--- src/rtl/wb_arb_pkg.sv ---
// wb_arb_pkg: shared defaults and request/port types for the register-file writeback arbiter
package wb_arb_pkg;
    localparam int WB_NUM_REQ      = 3;
    localparam int WB_NUM_WP       = 2;
    localparam int WB_STARVE_LIMIT = 4;
    localparam int WB_CNT_W        = 3;

    typedef struct packed {
        logic        valid;
        logic [4:0]  rd;
        logic [31:0] data;
    } wb_req_t;

    typedef struct packed {
        logic        we;
        logic [4:0]  addr;
        logic [31:0] data;
    } wb_port_t;
endpackage

--- src/rtl/wb_prio_pick.sv ---
// wb_prio_pick: returns the first K set bits of a priority-ordered mask (bit 0 highest) as one-hot selections
module wb_prio_pick #(
    parameter int N = 6,
    parameter int K = 2
) (
    input  logic [N-1:0]        cand,
    output logic [K-1:0][N-1:0] sel
);
    logic [N-1:0] rem;

    always_comb begin
        rem = cand;
        for (int k = 0; k < K; k++) begin
            sel[k] = rem & (~rem + N'(1));
            rem    = rem & ~sel[k];
        end
    end
endmodule

--- src/rtl/rf_wb_arbiter.sv ---
// rf_wb_arbiter: grants writeback requests onto registered RF write ports; WB_STALL_CNT_EN adds stall_cnt counters
module rf_wb_arbiter
    import wb_arb_pkg::*;
#(
    parameter int NUM_REQ      = WB_NUM_REQ,
    parameter int NUM_WP       = WB_NUM_WP,
    parameter int STARVE_LIMIT = WB_STARVE_LIMIT
) (
    input  logic                     clk,
    input  logic                     rst,
    input  logic [NUM_REQ-1:0]       req_valid,
    input  logic [NUM_REQ-1:0][4:0]  req_rd,
    input  logic [NUM_REQ-1:0][31:0] req_data,
    output logic [NUM_REQ-1:0]       req_ready,
    output logic [NUM_WP-1:0]        wp_we,
    output logic [NUM_WP-1:0][4:0]   wp_addr,
    output logic [NUM_WP-1:0][31:0]  wp_data
`ifdef WB_STALL_CNT_EN
    ,
    output logic [NUM_REQ-1:0][31:0] stall_cnt
`endif
);
    wb_req_t  [NUM_REQ-1:0]               req;
    logic     [NUM_REQ-1:0][WB_CNT_W-1:0] cnt_q, cnt_d;
    logic     [NUM_REQ-1:0]               promo, cand, grant;
    logic     [NUM_WP-1:0][2*NUM_REQ-1:0] pick;
    logic     [NUM_WP-1:0][NUM_REQ-1:0]   sel;
    wb_port_t [NUM_WP-1:0]                wp_q, wp_d;

    always_comb begin
        for (int i = 0; i < NUM_REQ; i++) begin
            req[i]   = '{valid: req_valid[i], rd: req_rd[i], data: req_data[i]};
            promo[i] = cnt_q[i] == WB_CNT_W'(STARVE_LIMIT);
        end
    end

    // x0 writes need no port; a nonzero rd loses to any higher-priority valid request for the same rd
    always_comb begin
        for (int i = 0; i < NUM_REQ; i++) begin
            cand[i] = req[i].valid && req[i].rd != 5'd0;
            for (int j = 0; j < NUM_REQ; j++)
                if (j != i && req[j].valid && req[j].rd == req[i].rd &&
                    ((promo[j] && !promo[i]) || (promo[j] == promo[i] && j < i)))
                    cand[i] = 1'b0;
        end
    end

    // Low half holds promoted candidates, high half the rest, so promotion outranks fixed order
    wb_prio_pick #(
        .N(2*NUM_REQ),
        .K(NUM_WP)
    ) u_pick (
        .cand({cand & ~promo, cand & promo}),
        .sel (pick)
    );

    always_comb begin
        for (int w = 0; w < NUM_WP; w++) begin
            sel[w]  = pick[w][NUM_REQ-1:0] | pick[w][2*NUM_REQ-1:NUM_REQ];
            wp_d[w] = '{we: 1'b0, addr: wp_q[w].addr, data: wp_q[w].data};
            for (int i = 0; i < NUM_REQ; i++)
                if (sel[w][i])
                    wp_d[w] = '{we: 1'b1, addr: req[i].rd, data: req[i].data};
        end
    end

    always_comb begin
        for (int i = 0; i < NUM_REQ; i++) begin
            grant[i] = req[i].valid && req[i].rd == 5'd0;
            for (int w = 0; w < NUM_WP; w++)
                grant[i] = grant[i] | sel[w][i];
            cnt_d[i] = (!req[i].valid || grant[i]) ? '0 :
                       promo[i] ? cnt_q[i] : cnt_q[i] + WB_CNT_W'(1);
        end
    end

    assign req_ready = grant & {NUM_REQ{rst}};

    always_ff @(posedge clk or negedge rst) begin
        if (!rst) begin
            cnt_q <= '0;
            wp_q  <= '0;
        end else begin
            cnt_q <= cnt_d;
            wp_q  <= wp_d;
        end
    end

    always_comb begin
        for (int w = 0; w < NUM_WP; w++) begin
            wp_we[w]   = wp_q[w].we;
            wp_addr[w] = wp_q[w].addr;
            wp_data[w] = wp_q[w].data;
        end
    end

`ifdef WB_STALL_CNT_EN
    logic [NUM_REQ-1:0][31:0] stall_q, stall_d;

    always_comb begin
        for (int i = 0; i < NUM_REQ; i++)
            stall_d[i] = stall_q[i] + 32'(req[i].valid && !grant[i]);
    end

    always_ff @(posedge clk or negedge rst) begin
        if (!rst)
            stall_q <= '0;
        else
            stall_q <= stall_d;
    end

    assign stall_cnt = stall_q;
`endif
endmodule

--- config.mk ---
export PLATFORM = sky130hd
export DESIGN_NAME = rf_wb_arbiter
export DESIGN_NICKNAME = d
export VERILOG_FILES = /design/src/rtl/wb_arb_pkg.sv /design/src/rtl/wb_prio_pick.sv /design/src/rtl/rf_wb_arbiter.sv
export SDC_FILE = /design/constraint.sdc
export NUM_CORES = 1
export LEC_CHECK = 0
export BUFFER_PORTS_ARGS = -buffer_cell sky130_fd_sc_hd__buf_4
export CORE_ASPECT_RATIO = 0.75
export CORE_MARGIN = 10
export CORE_UTILIZATION = 40
export CTS_BUF_LIST = sky130_fd_sc_hd__clkbuf_4 sky130_fd_sc_hd__clkbuf_8 sky130_fd_sc_hd__clkbuf_16
export DETAILED_ROUTE_END_ITERATION = 10
export PLACE_DENSITY = 0.7
export SLEW_MARGIN = 20
export SYNTH_ARGS = -nofsm -noshare
export SYNTH_HDL_FRONTEND = slang
export SYNTH_SLANG_ARGS = --single-unit
export TNS_END_PERCENT = 100
--- constraint.sdc ---
create_clock -name clk -period 2.7 [get_ports clk]
set_clock_uncertainty 0.15 [all_clocks]
set_input_delay 0.405 -clock clk [delete_from_list [all_inputs] [get_ports clk]]
set_output_delay 0.405 -clock clk [all_outputs]
set_load 0.03 [all_outputs]
* Yosys cells after proc, flatten, opt, wreduce, memory -nomap -nowiden *
Cells that the tools add are included.

cells by class
  add/subtract/negate cells = 5
  reductions and logical operators = 44
  muxes and demuxes = 18
  equality and inequality tests = 15
  bitwise logic cells = 18

operators with widths
  cell                 number
  $mux 38              6
  $eq 5x5->1           6
  $logic_and 1x1->1    24
  $and 6x6->6          3
  $mux 3               6
  $not 6->6            3
  $logic_not 5->1      3
  $reduce_bool 5->1    3
  $add 6x1->6 const B  2
  $add 3x1->3 const B  3
  $and 3x3->3          3
  $eq 3x3->1 const B   3
  $logic_not 1->1      6
  $logic_or 1x1->1     6
  $mux 1               6
  $ne 2x1->1 const B   3
  $or 1x1->1           6
  $or 3x3->3           2
  $reduce_bool 3->1    2
  $eq 1x1->1           3
  $not 3->3            1

word-level totals
  input port bits = 116
  register bits = 85

* Logic depth before layout (Yosys ltp) *
Gate-level depths: netlist of run 1.

  depth after elaboration = 20
  mapped depth = 14
  depth with buffers taken out = 11

* Hierarchy *
A second synthesis of run 1 with hierarchy kept.

unflattened totals
  cells, all modules = 560
  area total of the unflattened synthesis = 4745.8 sq um

by module, submodules not included
  module         cells an instance  area an instance (sq um)  seq. area each (sq um)  times used
  rf_wb_arbiter  535                4589.4                    2127.0                  1
  wb_prio_pick   25                 156.4                     0.0                     1

* Least setup slack after synthesis of run 1 *
OpenSTA, ideal clock, no wires.

  path kind = reg2out
  start = register cnt_q[0] in the netlist's numbering
  end = output port req_ready[2]
  buffers on the path = 2
  stages on the path, launching flop included = 12
  data required time = 2.145 ns
  path slack = -0.345 ns
  data arrival time = 2.490 ns
  path through = dfrtp_1 -> inv_1 -> ha_1 -> and2_1 -> clkbuf_1 -> nor4b_1 -> a31oi_1 -> and3_4 -> o31a_1 -> o32ai_2 -> buf_4 -> o31a_1

between the ends
  cells in the longest elaborated chain, start to end = 18

ends and longest elaborated chain
  element                                                       RTL line             RTL
  from (decl)                                                   rf_wb_arbiter.sv:24  logic [NUM_REQ-1:0][WB_CNT_W-1:0] cnt_q, cnt_d;
  from (signal assigned)                                        rf_wb_arbiter.sv:84  cnt_q <= cnt_d;
  $eq 3x3->1 *                                                  rf_wb_arbiter.sv:33  promo[i] = cnt_q[i] == WB_CNT_W'(STARVE_LIMIT);
  $eq 1x1->1 (tied with other cells)                            rf_wb_arbiter.sv:43  ((promo[j] && !promo[i]) || (promo[j] == promo[i] && j < i)))
  $logic_or 1x1->1 / $logic_and 1x1->1 (equally long branches)  rf_wb_arbiter.sv:43
  $logic_and 1x1->1                                             rf_wb_arbiter.sv:42  if (j != i && req[j].valid && req[j].rd == req[i].rd &&
  $mux 1 (2 in a row)                                           rf_wb_arbiter.sv:42
  $and 3x3->3                                                   rf_wb_arbiter.sv:53  .cand({cand & ~promo, cand & promo}),
  $not 6->6                                                     wb_prio_pick.sv:14   sel[k] = rem & (~rem + N'(1));
  $add 6x1->6                                                   wb_prio_pick.sv:14
  $and 6x6->6                                                   wb_prio_pick.sv:14
  $not 6->6                                                     wb_prio_pick.sv:15   rem = rem & ~sel[k];
  $and 6x6->6                                                   wb_prio_pick.sv:15
  $not 6->6                                                     wb_prio_pick.sv:14
  $add 6x1->6                                                   wb_prio_pick.sv:14
  $and 6x6->6                                                   wb_prio_pick.sv:14
  $or 3x3->3                                                    rf_wb_arbiter.sv:59  sel[w] = pick[w][NUM_REQ-1:0] | pick[w][2*NUM_REQ-1:NUM_REQ];
  $or 1x1->1 *                                                  rf_wb_arbiter.sv:71  grant[i] = grant[i] | sel[w][i];
  $and 3x3->3 *                                                 rf_wb_arbiter.sv:77  assign req_ready = grant & {NUM_REQ{rst}};
  to (decl)                                                     rf_wb_arbiter.sv:14  output logic [NUM_REQ-1:0] req_ready,

Mark *: on every way between the ends. The rest lies on a longest branch, timed or not.

* Worst setup path after layout of run 1 *
  start = register cnt_q[6] in the netlist's numbering
  end = output port req_ready[2]

between the ends
  cells in the longest elaborated chain, start to end = 19

ends and longest elaborated chain
  element              RTL line
  $eq 3x3->1 *         rf_wb_arbiter.sv:33
  $logic_not 1->1      n/a
  $logic_and 1x1->1    rf_wb_arbiter.sv:43
  $logic_or 1x1->1     rf_wb_arbiter.sv:43
  $logic_and 1x1->1    rf_wb_arbiter.sv:42
  $mux 1 (2 in a row)  rf_wb_arbiter.sv:42
  $and 3x3->3          rf_wb_arbiter.sv:53
  $not 6->6            wb_prio_pick.sv:14
  (+2 left out)        n/a
  $not 6->6            wb_prio_pick.sv:15
  $and 6x6->6          wb_prio_pick.sv:15
  $not 6->6            wb_prio_pick.sv:14
  $add 6x1->6          wb_prio_pick.sv:14
  $and 6x6->6          wb_prio_pick.sv:14
  $or 3x3->3           rf_wb_arbiter.sv:59
  $or 1x1->1 *         rf_wb_arbiter.sv:71
  $and 3x3->3 *        rf_wb_arbiter.sv:77

Marks and branches as above.

==> out/results.tsv, run 1 <==
stage	metric	value	unit
run_status	status	finished with violations	
run_status	failing checks	setup timing	
yosys	main combinational cell family by area after synthesis	compound AO/OA/AOI/OAI gates	
clocking	Inserted Clock Buffers	9	
timing	period utilization	1.21	
layout	design area	9800	um2
layout	most common cell after layout, fill and taps aside	buf_4	
timing	unrepaired setup endpoints after global routing	yes	
worst_setup_path	worst path required time	2.14	ns
timing	final hold vios	0	
die	starting density of the core	0.409	
layout	NumNets Final	988	
worst_setup_path	crit-path max FO	3	
detailed_routing	First-pass DRT Iterations	6	
clocking	H-tree depth	3	
timing	final setup vio count	88	
global_routing	largest net degree at the start of global routing	35	
layout	FF/Latch Area	2130	um2
placed_design	Post-DP Area	7330	um2
layout	multi-input logic area	3750	um2
yosys	post-synthesis mux area share	0.00199	
worst_setup_path	crit-path cells	inv_2 > ha_4 > and3_4 > a211oi_2 > and4_1 > a2111o_1 > o31a_1 > buf_4 > nor2_4 > o31a_1 > buf_6	
worst_setup_path	CP delay by family, top	compound AO/OA/AOI/OAI gates	
global_routing	gr ovfl total	0	
clocking	insertion delay to the later sink of the worst-skew pair	0.34	ns
die	Core Region	12300	um2
global_routing	routing usage on met3	0.0857	
yosys	synthesized netlist cell count	550	
detailed_routing	drt initial violations	562	
detailed_routing	total wire length	26.5	mm
detailed_routing	via/cell ratio	5.98	
layout	Antenna Diode Count	0	
worst_setup_path	CP dominant cell by count	o31a_1	
timing	Worst Slack Setup Final	-0.580	ns
die	die area	17500	um2
detailed_routing	DRT antenna net count	0	
yosys	Seq/Total Area, Yosys	0.423	
worst_setup_path	Buf+Inv Stages, Crit Path	3	
placed_design	GP Congestion	0.899	
detailed_routing	Avg WL per Cell	25.5	um
global_routing	GRT met1 Usage	0.322	
job	max-cap violations	0	
layout	post-route core utilization	0.796	
worst_setup_path	Critical Path Start Type	flop	
global_routing	vias in the first global route	6345	
pwr	Max VDD drop	398	uV
yosys	post-synth cell types	46	
yosys	top post-synthesis cells by area	dfrtp_1, a221oi_2, a21oi_1	
yosys	Synth Cell Area	5030	um2
yosys	number of synthesized register bits	85	
worst_setup_path	nature of the critical path endpoint	primary output	
clocking	CTS Root Cell	clkbuf_16	
global_routing	first-pass GRT wire length	36.5	mm
pwr	cell area power density	553	nW/um2
yosys	post-synthesis compound-gate area fraction	0.282	
yosys	Synth async-reset ratio	1.00	
die	chip height	117	um
timing	Max Freq	305	MHz
worst_hold_path	hold_sp	req_data[81]	
timing	Slew Viols, Final	0	
placed_design	Port-buffer cells	194	
die	Die W	149	um
yosys	xor/xnor share of the synthesized area	0.0366	
worst_setup_path	slowest stage delay, CP	0.42	ns
yosys	Post-synth EDFFs	0	
die	num rows	35	
layout	commonest cells after routing, fill and taps aside	buf_4, dfrtp_1, nor2_1	
yosys	warnings from Yosys	0	
global_routing	GRT Util Overall	0.268	
clocking	CTS tree	done	
global_routing	grt peak-use layer	met2	
timing	final worst path period need	3.28	ns
yosys	syn_nets	672	
clocking	maximum clock insertion buffer count	2	
worst_setup_path	slowest library cell on the worst path	dfrtp_1	
worst_setup_path	RR Endpoint	wp_data[56]$_DFFE_PN0P_	
detailed_routing	routed via count	6200	
layout	P&R area growth vs syn	94.8	%
clocking	Reg clk slew, reported paths	0.07	ns
worst_hold_path	Hold Path Cell Cnt	3	
layout	Fill cells	711	
yosys	Post-Synth Adder-Cell Area	0.0172	
pwr	Static Leak	4.24	nW
worst_hold_path	Hold/Removal Path Class	in -> reg	
yosys	Synth top area share	0.423	
worst_setup_path	Worst R2R Path Depth	16	
layout	fraction of layout cells with a size suffix above 1	0.637	
global_routing	global routing usage on met2	0.443	
worst_setup_path	Critical R2R Launch	cnt_q[6]$_DFFE_PN0P_	
yosys	simple-gate share of the synthesized area	0.179	
global_routing	antenna violations before repair	0	
pwr	Final Power	0.00542	W
worst_setup_path	critical path arrival	2.72	ns
worst_setup_path	register-to-register setup slack	-0.34	ns
yosys	Synth Flop Type	dfrtp_1	
yosys	Avg Inst Size Synth	9.14	um2
detailed_routing	Residual DRC	0	
clocking	clock tree sinks	85	
timing	Worst Tran Pin Value	0.479	ns
worst_setup_path	critical path class	reg -> out	
yosys	Yosys top cell by area	dfrtp_1	
placed_design	DP HPWL	15.9	mm
timing	worst rel slew slack	0.681	
worst_hold_path	hold worst-path end	wp_data[49]$_DFFE_PN0P_	
placed_design	dpl ws	-0.371	ns
die	I/O pin cnt	195	
## stage by stage
stage / hold WS [ns] / cells / setup TNS, ns
floorplan: -0.0406 / 550 / -0.399
global placement: 0.181 / 953 / -17.62
detailed placement: 0.189 / 953 / -21.64
CTS: 0.148 / 1016 / -11.78
global route: 0.163 / 1037 / -28.71
finish: 0.159 / 1037 / -20.83
## final cells by class
type | count | share of cell area
Sequential cell | 85 | 0.217
Clock inverter | 6 | 0.00562
Multi-Input combinational cell | 414 | 0.383
Clock buffer | 10 | 0.0244
Inverter | 7 | 0.00396
Timing Repair Buffer | 349 | 0.345
Tap cell | 166 | 0.0212
## synth_stat cells, types with 2 or more instances
master / number
nor2_1: 90
o31a_1: 3
and2_1: 4
a31oi_1: 3
o21ai_1: 3
buf_4: 8
buf_6: 8
o21ba_2: 2
ha_1: 6
xnor2_1: 14
nor3_1: 4
nand3_1: 5
nor3_2: 2
o21ai_0: 2
nand4_1: 2
inv_1: 6
nand2_1: 86
dfrtp_1: 85
buf_2: 18
or3_1: 5
a221oi_2: 30
nor3b_1: 2
clkbuf_1: 10
xor2_1: 7
a211oi_1: 2
a21oi_1: 77
or2_1: 2
or4_1: 3
a221oi_1: 44
## state kept, by name, summed over array words and instances, names as in the netlist
register and flops:
cnt_q 9, wp_addr 10, wp_data 64, wp_we 2
## layer usage
metal	part of all wire	routed length, um
met3	0.11	2930
met2	0.48	12700
met5	0	0
met4	0.026	693
met1	0.38	10100
## worst max-delay path by stage
stage / to / cells past startpoint / startpoint / slack [ns]
finish: req_ready[2] / 11 / cnt_q[6]$_DFFE_PN0P_ / -0.58
global route: req_ready[2] / 11 / cnt_q[6]$_DFFE_PN0P_ / -0.65
CTS: req_ready[2] / 11 / cnt_q[1]$_DFFE_PN0P_ / -0.50
detailed placement: wp_addr[9]$_DFFE_PN0P_ / 10 / req_rd[6] / -0.37
global placement: wp_addr[9]$_DFFE_PN0P_ / 11 / req_rd[5] / -0.34
floorplan: req_ready[2] / 11 / cnt_q[1]$_DFFE_PN0P_ / -0.15
## power by group
| part | switching (W) | leakage, nW | internal [W] |
|---|---|---|---|
| clock network | 0.000582 | 0.139 | 0.000668 |
| logic | 0.00140 | 3.09 | 0.00113 |
| registers | 0.000158 | 1.02 | 0.00149 |
## kinds of logic after synthesis
| group | after synthesis |
|---|---|
| AND/OR/NAND/NOR | 212 |
| flip-flops | 85 |
| adder cells (fa/ha/maj) | 7 |
| AO/OA/AOI/OAI | 173 |
| multiplexers | 1 |
| buffers and inverters | 51 |
| XOR/XNOR | 21 |
## worst min-delay path: cells and delay by family
family / cells / cell delay (ns)
buffers and inverters: 1 / 0.12
AOI/OAI and AO/OA: 1 / 0.05
and+or+nand+nor: 1 / 0.05
## repair_timing
item,in CTS,in global routing
cloned,11,6
hold buffers,1,0
gates resized for setup,175,88
hold endpoints to repair,20,0
buffers inserted,38,21
pin swaps,82,61
endpoints found under the setup margin,87,88
Note: power is estimated with default switching activity, not from simulation.
==> run 2, diff against run 1 <==
Settings changed: PLACE_DENSITY 0.7 to 0.71, SYNTH_HIERARCHICAL from default to 1.
==> run 2 against run 1 <==
  * The run still ends with setup timing left
  * Total power shrank 8.7%
  * Worst hold slack gained 0.014 ns
  * Area after synthesis shrank 5.6%
  * Combinational power shrank 20%
  * Fmax grew 2.5%
  * Routed wire length shrank 19%
  * Sequential power is essentially flat
  * Register-to-register slack lost 0.02 ns
  * Clock power grew 3%
  * Worst setup slack gained 0.079 ns
  * Critical path depth grew 2
  * Synthesized cell count grew 1.8%
  * Highest routed layer unchanged
==> out/results.tsv, run 2 <==
stage	metric	value	unit
run_status	status	finished with violations	
run_status	failing checks	setup timing	
timing	final setup TNS	-23.77	ns
die	chip height	114	um
yosys	warnings from Yosys	6	
worst_setup_path	crit-path max FO	5	
detailed_routing	via/cell ratio	5.77	
clocking	CTS tree	done	
yosys	Seq/Total Area, Yosys	0.448	
yosys	Avg Inst Size Synth	8.47	um2
placed_design	DP HPWL	14.3	mm
global_routing	largest net degree at the start of global routing	59	
yosys	Synth Flop Type	dfrtp_1	
placed_design	Post-DP Area	7090	um2
clocking	Inserted Clock Buffers	9	
layout	number of flip-flops in the largest register	64	
pwr	Static Leak	3.75	nW
timing	period utilization	1.19	
clocking	CTS Root Cell	clkbuf_16	
worst_hold_path	hold_sp	req_data[87]	
timing	Worst Tran Pin Value	0.778	ns
timing	final setup vio count	85	
yosys	Post-synth EDFFs	0	
layout	fraction of layout cells with a size suffix above 1	0.516	
clocking	clock tree sinks	85	
layout	most common cell after layout, fill and taps aside	buf_4	
yosys	post-synth cell types	40	
layout	P&R area growth vs syn	75.9	%
timing	WHS	0.173	ns
clocking	Reg clk slew, reported paths	0.07	ns
clocking	maximum clock insertion buffer count	2	
timing	Max Freq	312	MHz
global_routing	first-pass GRT wire length	32.1	mm
placed_design	GP Congestion	0.947	
die	num rows	34	
yosys	most common cell in the netlist	nor2_1	
timing	final worst path period need	3.20	ns
layout	commonest cells after routing, fill and taps aside	buf_4, nor2_1, dfrtp_1	
job	max-cap violations	0	
worst_setup_path	Critical Path Start Type	flop	
detailed_routing	DRT antenna net count	0	
yosys	number of synthesized register bits	85	
yosys	Synth top area share	0.448	
yosys	top post-synthesis cells by area	dfrtp_1, a221oi_1, o21ai_1	
worst_setup_path	CP startpoint	cnt_q[0]$_DFFE_PN0P_	
die	I/O pin cnt	195	
clocking	H-tree depth	3	
pwr	Max VDD drop	377	uV
layout	post-route core utilization	0.719	
layout	Antenna Diode Count	0	
global_routing	gr ovfl total	0	
detailed_routing	Residual DRC	0	
yosys	Yosys top cell by area	dfrtp_1	
timing	unrepaired setup endpoints after global routing	yes	
placed_design	Port-buffer cells	194	
worst_hold_path	Hold/Removal Path Class	in -> reg	
pwr	cell area power density	593	nW/um2
layout	NumNets Final	962	
yosys	synthesized netlist cell count	560	
global_routing	GRT Util Overall	0.237	
yosys	Synth async-reset ratio	1.00	
worst_setup_path	worst path required time	2.14	ns
layout	design area	8350	um2
timing	final hold vios	0	
yosys	syn_nets	682	
layout	Fill cells	828	
detailed_routing	First-pass DRT Iterations	5	
die	die area	16700	um2
global_routing	vias in the first global route	6000	
global_routing	antenna violations before repair	0	
timing	Worst Slack Setup Final	-0.501	ns
detailed_routing	routed via count	5808	
timing	worst rel slew slack	0.481	
yosys	Synth Cell Area	4750	um2
yosys	Commonest cells post-synth	nor2_1, nand2_1, dfrtp_1	
worst_setup_path	critical path class	reg -> out	
die	Die W	146	um
detailed_routing	total wire length	21.4	mm
timing	Slew Viols, Final	0	
detailed_routing	Avg WL per Cell	21.2	um
pwr	Final Power	0.00495	W
clocking	insertion delay to the later sink of the worst-skew pair	0.34	ns
die	starting density of the core	0.409	
worst_setup_path	Critical R2R Launch	cnt_q[0]$_DFFE_PN0P_	
worst_setup_path	critical path arrival	2.65	ns
detailed_routing	drt initial violations	490	
die	Core Region	11600	um2
worst_setup_path	nature of the critical path endpoint	primary output	
run 2: changes by cell type after synthesis, moves of 5 or more:
| cell | before | now |
|---|---|---|
| buf_6 | 8 | 0 |
| buf_2 | 18 | 12 |
| a21oi_1 | 77 | 4 |
| clkbuf_1 | 10 | 26 |
| a221oi_1 | 44 | 76 |
| nor2_1 | 90 | 95 |
| o21ai_1 | 3 | 77 |
| a221oi_2 | 30 | 0 |
run 2: worst paths after layout:
kind / slack (ns) / cells past startpoint / endpoint
setup / recovery: -0.50 / 13 / req_ready[2]
hold / removal: 0.17 / 3 / wp_data[55]$_DFFE_PN0P_
setup reg to reg: -0.36 / 17 / wp_addr[8]$_DFFE_PN0P_
hold reg to reg: 0.34 / 2 / wp_data[37]$_DFFE_PN0P_
max in group asynchronous: 0.86 / 3 / wp_addr[2]$_DFFE_PN0P_
min in group asynchronous: 0.41 / 2 / wp_we[0]$_DFF_PN0_
run 2: cell families after synthesis:
| group | after synthesis | share of synthesized area |
|---|---|---|
| simple gates | 223 | 0.201 |
| compound gates | 172 | 0.248 |
| flops | 85 | 0.448 |
| buf+inv | 54 | 0.0506 |
| xor+xnor | 19 | 0.0351 |
| fa+ha+maj | 6 | 0.0158 |
| other cells | 1 | 0.000790 |
run 2: cell type report:
type	count	area, um2	share of cell area
inverters	10	37.5	0.00450
repair buffers	312	2630	0.315
clock buffers	10	239	0.0286
well taps	162	203	0.0243
multi-input cells	422	3040	0.364
clock inverters	6	68.8	0.00824
flip-flops and latches	85	2130	0.255
run 2: critical path, cell delays in order (launching register included):
cell and delay (ns):
dfrtp_1 0.36, inv_2 0.06, ha_4 0.15, and2_4 0.18
o2111ai_4 0.20, o21bai_4 0.09, nor2_4 0.20, xor2_2 0.26
o211ai_1 0.11, a21boi_1 0.23, buf_4 0.17, nor2_4 0.04
a31oi_4 0.12, buf_6 0.15
run 2: layer usage:
| layer | up-vias | part of all wire | global-route usage |
|---|---|---|---|
| li1 | 2578 | - | - |
| met1 | 2784 | 0.40 | 0.292 |
| met2 | 403 | 0.48 | 0.398 |
| met3 | 43 | 0.11 | 0.0679 |
| met4 | 0 | 0.016 | 0.0739 |
| met5 | - | 0 | 0 |
run 2: stage by stage:
stage / cells / setup WS, ns
after detailed placement: 952 / -0.681
after CTS: 986 / -0.460
after global routing: 1007 / -0.642
final: 1007 / -0.501
after global placement: 952 / -0.617
after floorplan: 560 / -0.264
run 2: report_power, final:
part           total [W]  internal [W]  leakage [nW]  switching [W]
clock network    0.00129      0.000749         0.149       0.000540
logic            0.00202      0.000866          2.58        0.00116
registers        0.00163       0.00149          1.02       0.000143
run 2: timing repair:
action | 4_1_cts | 5_1_grt
resized for setup | 53 | 59
setup endpoints to repair | 88 | 88
endpoints found under the hold margin | 27 | 0
cloned | 3 | 5
pin swaps | 23 | 12
hold buffers | 1 | 0
buffers inserted | 14 | 16
